## src/rtl/mem_arbiter.sv

```systemverilog
// Round-robin arbiter sharing one memory port between fetch (port 0) and data (port 1), one transaction in flight.
// Zero added latency both ways; memreq_rdy low holds the latched grant, and no request issues while a response is outstanding.
module mem_arbiter #(
    parameter int ADDR_W = 32,
    parameter int DATA_W = 32
) (
    input  logic              clk,
    input  logic              rst,

    input  logic              imemreq_val,
    output logic              imemreq_rdy,
    input  logic [ADDR_W-1:0] imemreq_addr,
    output logic              imemresp_val,
    output logic [DATA_W-1:0] imemresp_rdata,

    input  logic              dmemreq_val,
    output logic              dmemreq_rdy,
    input  logic              dmemreq_type,
    input  logic [ADDR_W-1:0] dmemreq_addr,
    input  logic [DATA_W-1:0] dmemreq_wdata,
    output logic              dmemresp_val,
    output logic [DATA_W-1:0] dmemresp_rdata,

    output logic              memreq_val,
    input  logic              memreq_rdy,
    output logic              memreq_type,
    output logic [ADDR_W-1:0] memreq_addr,
    output logic [DATA_W-1:0] memreq_wdata,
    input  logic              memresp_val,
    input  logic [DATA_W-1:0] memresp_rdata,

    output logic              err
);

    typedef enum logic [1:0] {
        IDLE = 2'd0,
        REQ  = 2'd1,
        WAIT = 2'd2
    } state_t;

    state_t state_q, state_d;
    logic   owner_q, owner_d;
    logic   prio_q,  prio_d;
    logic   err_q,   err_d;

    logic   req_any;
    logic   sel;
    logic   accept;
    logic   resp_hit;
    logic   gnt_vld;

    // Next-state logic is kept free of rst so the reset net only reaches flop reset pins.
    always_comb begin
        req_any = 1'b0;
        sel     = owner_q;
        case (state_q)
            IDLE: begin
                req_any = imemreq_val | dmemreq_val;
                sel     = (imemreq_val & dmemreq_val) ? prio_q : dmemreq_val;
            end
            REQ: begin
                req_any = 1'b1;
                sel     = owner_q;
            end
            default: begin
                req_any = 1'b0;
                sel     = owner_q;
            end
        endcase
    end

    assign accept   = req_any & memreq_rdy;
    assign resp_hit = (state_q == WAIT) & memresp_val;

    always_comb begin
        state_d = state_q;
        owner_d = owner_q;
        prio_d  = prio_q;
        err_d   = err_q;
        case (state_q)
            IDLE: begin
                if (req_any) begin
                    owner_d = sel;
                    state_d = accept ? WAIT : REQ;
                end
                if (accept) prio_d = ~sel;
                if (memresp_val) err_d = 1'b1;
            end
            REQ: begin
                if (memreq_rdy) begin
                    state_d = WAIT;
                    prio_d  = ~owner_q;
                end
                if (memresp_val) err_d = 1'b1;
            end
            WAIT: begin
                if (memresp_val) state_d = IDLE;
            end
            default: state_d = IDLE;
        endcase
    end

    always_ff @(posedge clk or negedge rst) begin
        if (!rst) begin
            state_q <= IDLE;
            owner_q <= 1'b0;
            prio_q  <= 1'b1;
            err_q   <= 1'b0;
        end else begin
            state_q <= state_d;
            owner_q <= owner_d;
            prio_q  <= prio_d;
            err_q   <= err_d;
        end
    end

    // Outputs are qualified with rst so everything reads zero while reset is held.
    assign gnt_vld      = req_any & rst;
    assign memreq_val   = gnt_vld;
    assign memreq_type  = gnt_vld & sel & dmemreq_type;
    assign memreq_addr  = !gnt_vld ? '0 : (sel ? dmemreq_addr : imemreq_addr);
    assign memreq_wdata = (gnt_vld & sel) ? dmemreq_wdata : '0;

    assign imemreq_rdy  = accept & rst & ~sel;
    assign dmemreq_rdy  = accept & rst &  sel;

    assign imemresp_val   = resp_hit & rst & ~owner_q;
    assign dmemresp_val   = resp_hit & rst &  owner_q;
    assign imemresp_rdata = imemresp_val ? memresp_rdata : '0;
    assign dmemresp_rdata = dmemresp_val ? memresp_rdata : '0;

    assign err = err_q & rst;

endmodule

```

## config.mk

```make
export PLATFORM = sky130hd
export DESIGN_NAME = mem_arbiter
export DESIGN_NICKNAME = d
export VERILOG_FILES = /design/src/rtl/mem_arbiter.sv
export SDC_FILE = /design/constraint.sdc
export NUM_CORES = 1
export LEC_CHECK = 0
export ABC_CLOCK_PERIOD_IN_PS = 2500
export CAP_MARGIN = 20
export CORE_AREA = 2 2 105 107
export DETAILED_ROUTE_END_ITERATION = 16
export DIE_AREA = 0 0 107 109
export PLACE_DENSITY_LB_ADDON = 0.15
export SLEW_MARGIN = 10
export SYNTH_ARGS = -nofsm -noshare
export SYNTH_HDL_FRONTEND = slang
export SYNTH_SLANG_ARGS = --single-unit
```

## constraint.sdc

```tcl
create_clock -name clk -period 2.5 [get_ports clk]
set_input_delay 0.5 -clock clk [delete_from_list [all_inputs] [get_ports clk]]
set_output_delay 0.5 -clock clk [all_outputs]
set_load 0.01 [all_outputs]
```

; Word-level counts from Yosys, hierarchy flattened
; Cells that the tools add are included.
[word_totals]
register_bits = 5
inputBits = 135
output_inout_bits = 135
elab_cells = 49
[classes]
n_eq_ne = 6
bitwise_logic = 16
n_reduce_logical = 7
mux = 16
[op_table]
columns = op, count
row1 = $mux 32, 5
row2 = $and 1x1->1, 13
row3 = $mux 2, 4
row4 = $ne 2x2->1 const B, 4
row5 = $pmux 2 s3, 1
row6 = $reduce_and 3->1, 2
row7 = $mux 1, 4
row8 = $pmux 1 s2, 2
row9 = $reduce_and 2->1, 2
row10 = $eq 2x1->1 const B, 1
row11 = $eq 2x2->1 const B, 1
row12 = $logic_not 2->1, 1
row13 = $not 1->1, 2
row14 = $reduce_bool 2->1, 1
row15 = $reduce_or 2->1, 1
row16 = $or 1x1->1, 1

; Logic depth before layout (Yosys ltp)
[logic_depth]
ltp_word = 6
mapped_depth = 6
depth_no_buf = 4

; Least setup slack after synthesis
; No wires, ideal clock.
[synth_path]
path_kind = input-to-output
startpoint = input dmemreq_val
endpoint = output memreq_wdata[22]
n_path_buf = 1
required_ns = 2.000
arrival_ns = 1.463
stages = 5
setup_slack_ns = 0.537
cell_sequence = nor3_1 nand3b_1 inv_2 clkbuf_1 and3_1
[synth_between]
elab_chain_len = 5
elab_cells_between_ends = 8
classes_between = mux: 4 / bitwise: 4
[synth_rtl]
columns = element, line
row1 = start: declaration, 16  ; input logic dmemreq_val,
row2 = $or 1x1->1, 58  ; req_any = imemreq_val | dmemreq_val;
row3 = $pmux 1 s2, 56  ; case (state_q)
row4 = $and 1x1->1, 118  ; assign gnt_vld = req_any & rst;
row5 = via memreq_val, 24  ; output logic memreq_val,
row6 = $and 1x1->1, 122  ; assign memreq_wdata = (gnt_vld & sel) ? dmemreq_wdata : '0;
row7 = $mux 32, 122
row8 = end: declaration, 28  ; output logic [DATA_W-1:0] memreq_wdata,
; The timed path passes the listed nets, and every way through them passes these cells.

; Final worst setup path
[layout_path]
startpoint = input imemreq_val
endpoint = output memreq_addr[0]
[layout_between]
elab_chain_len = 5
elab_cells_between_ends = 8
classes_between = mux: 5 / bitwise: 3
[layout_rtl]
columns = element, line
row1 = start: declaration, 10  ; input logic imemreq_val,
row2 = $and 1x1->1, 59  ; sel = (imemreq_val & dmemreq_val) ? prio_q : dmemreq_val;
row3 = $mux 1, 59
row4 = $mux 1, 56
row5 = $mux 32, 121  ; assign memreq_addr = !gnt_vld ? '0 : (sel ? dmemreq_addr : imemreq_addr);
row6 = $mux 32 (*), 121
row7 = end: declaration, 27  ; output logic [ADDR_W-1:0] memreq_addr,
; Every way passes the cells marked *; elsewhere a longest branch is shown, timed or not.

==> impl_metrics.env <==
export IMPL_fp_dieW_um=107
export IMPL_peakVddDrop_mv=0.179
export IMPL_path_max_fanout=6
export IMPL_yosys_warnings=0
export IMPL_drc=0
export IMPL_via_per_inst=4.15
export IMPL_tightest_slew_ps=210
export IMPL_path_clk_slew_ps=30
export IMPL_endpoint_kind="output port"
export IMPL_ys_seq_area_frac=0.0778
export IMPL_numCtsBuffers=3
export IMPL_clk_path_buf_depth=2
export IMPL_clockRootBuffer="clkbuf_8"
export IMPL_maxSlewViolCount=0
export IMPL_cap_viol_max_count=0
export IMPL_yosys_area_top_type_share=0.250
export IMPL_ys_ff_latch=5
export IMPL_avgRoutedWirePerCell_um=13.7
export IMPL_num_antenna_cells=0
export IMPL_io_pins=270
export IMPL_dp_hpwl_um=7620
export IMPL_fill_cells=1086
export IMPL_synthCells=248
export IMPL_p_per_area_nw_per_um2=373
export IMPL_ant_nets=0
export IMPL_finalCritPeriodShare=0.974
export IMPL_slowest_delay_ps=300
export IMPL_place_gp_congestion=0.757
export IMPL_drt_iter0_markers=87
export IMPL_fp_dieH_um=109
export IMPL_required_ps=2000
export IMPL_fin_nets=672
export IMPL_path_cells="dlygate4sd2_1 > nor2b_4 > o31ai_4 > buf_6 > buf_12 > buf_4 > nand2_1 > a21oi_1 > buf_2"
export IMPL_io_buffers=269
export IMPL_cts_tree="yes"
export IMPL_switchingPower_uw=726
export IMPL_p_int_uw=1010
export IMPL_wirelength_um=9290
export IMPL_fmax_mhz=411
export IMPL_comb_power_share=0.842
export IMPL_rsz0062_at_grt="yes"
export IMPL_grt_max_degree=35
export IMPL_crit_start="imemreq_val"
export IMPL_clock_latency_ps=220
export IMPL_core_um2=10600
export IMPL_synth_commonest_cells="65 x and2_1, 38 x nand2_1, 33 x and3_1"
export IMPL_critPathTopFamily="buffers and inverters"
export IMPL_hold_buffers=0
export IMPL_clock_power_share=0.087
export IMPL_cp_slowest_cell="dlygate4sd2_1"
export IMPL_power_frac_seq=0.071
export IMPL_yosysMostFrequentCell="and2_1"
export IMPL_setup_violations_final=0
export IMPL_fin_crit_ps=2430
export IMPL_fin_util=0.439
export IMPL_htree_levels=1
export IMPL_overflow=0
export IMPL_postSynth_topFlopCell="dfrtp_1"
export IMPL_fp_row_count=38
export IMPL_final_setup_skew_ps=3.76
export IMPL_grt_usage=0.145
export IMPL_leakagePower_uw=0.00233
export IMPL_synth_area_leader_cell="and2_1"
export IMPL_antenna_found_initial=0
export IMPL_initial_core_util=0.153
export IMPL_grt_pass1_vias=2765
export IMPL_synth_edff_count=0
export IMPL_clock_sinks=5
export IMPL_r2r_start="state_q[0]"
export IMPL_grt_pass1_wl_um=13700
export IMPL_avgSynthCellArea_um2=6.55
export IMPL_yosys_top_cells_area="and2_1 25%, a21oi_2 15%, and3_1 13%"
export IMPL_critPathKind="in2out"
export IMPL_synth_fp_nets=383
export IMPL_crit_arrival_ps=1930
export IMPL_hp_class="in2async"
export IMPL_setup_tns_ps=0
export IMPL_status="completed"
export IMPL_hold_viol_final=0
export IMPL_die_area_um2=11700
export IMPL_syn_area_um2=1630
export IMPL_total_power_uw=1740
export IMPL_drive_above_1_share=0.295
export IMPL_num_vias=2805
export IMPL_worst_path_buf_inv=5
export IMPL_netlist_cell_type_count=28
export IMPL_dr_pass1_iters=4
export IMPL_async_reset_ff_frac=1.00
export IMPL_switching_share=0.417
export IMPL_cp_start_kind="input port"
export IMPL_synthToLayoutAreaGrowth_pct=187
export IMPL_maxSlewHeadroom=0.860
## metal layers
layer | track usage | routed length [um] | vias to the layer above | part of all wire
met3 | 0.0478 | 1010 | 4 | 0.11
li1 | - | - | 1385 | -
met2 | 0.301 | 5020 | 162 | 0.54
met1 | 0.144 | 3240 | 1254 | 0.35
met4 | 0.0121 | 25 | 0 | 0.0027
met5 | 0 | 0 | - | 0
## logic make-up (layout without fill, tap and decap cells)
| kind of cell | after synthesis | count (layout) | synth area share |
|---|---|---|---|
| and+or+nand+nor | 176 | 176 | 0.615 |
| AOI/OAI and AO/OA | 40 | 40 | 0.205 |
| buffers and inverters | 27 | 315 | 0.102 |
| DFF | 5 | 5 | 0.0778 |
## power by group through the flow
stage / logic, uW / clock network [uW] / registers, uW
after floorplan: 669 / 0 / 118
after global placement: 1320 / 0 / 120
after detailed placement: 1330 / 0 / 120
after CTS: 1460 / 153 / 124
after global routing: 1580 / 162 / 128
final: 1460 / 151 / 124
## layout make-up
| class | instances | area, um2 | area share |
|---|---|---|---|
| Inverter | 5 | 18.8 | 0.00403 |
| Sequential cell | 5 | 126 | 0.0271 |
| Timing Repair Buffer | 306 | 2940 | 0.630 |
| Tap cell | 140 | 175 | 0.0376 |
| Multi-Input combinational cell | 216 | 1360 | 0.291 |
| Clock buffer | 4 | 45.0 | 0.00967 |
## path summary, 6_finish.rpt
| check | to | slack (ps) | cells after the start |
|---|---|---|---|
| worst max-delay path | memreq_addr[0] | 70 | 9 |
| worst min-delay path | err_q | 380 | 2 |
| worst max register to register | prio_q | 1070 | 7 |
| worst min register to register | err_q | 450 | 1 |
| max in group asynchronous | prio_q | 1930 | 2 |
| min in group clk | err_q | 450 | 1 |
## sequential cells by signal, summed over array words and instances (netlist names)
register  cells
state_q       2
prio_q        1
err_q         1
owner_q       1
## placed cells by master, fill, tap and decap left out, drive strengths merged, types with 5 or more instances in the layout
cell           instances
inv                    5
and2                  65
buf                   57
clkbuf                23
a21oi                 33
clkdlybuf4s15         44
and3                  33
nand2                 66
dlygate4sd2           54
clkdlybuf4s50        131
## repair_timing
action / CTS / global route
buffers inserted: 7 / 1
endpoints found under the setup margin: 134 / 81
gates resized for setup: 236 / 73
gates cloned: 3 / 0
endpoints found under the hold margin: 0 / 0
pin swaps: 2 / 5
## per-stage QoR
stage / hold WS, ps / setup slack [ps] / std cells / cell area (um2)
floorplan: 204 / 537 / 248 / 1630
global placement: 436 / -546 / 661 / 4650
detailed placement: 441 / -533 / 661 / 4650
CTS: 388 / 3.38 / 675 / 4680
global route: 428 / -29.4 / 676 / 4660
finish: 380 / 65.8 / 676 / 4660
Power figures use the tool's default switching activity.
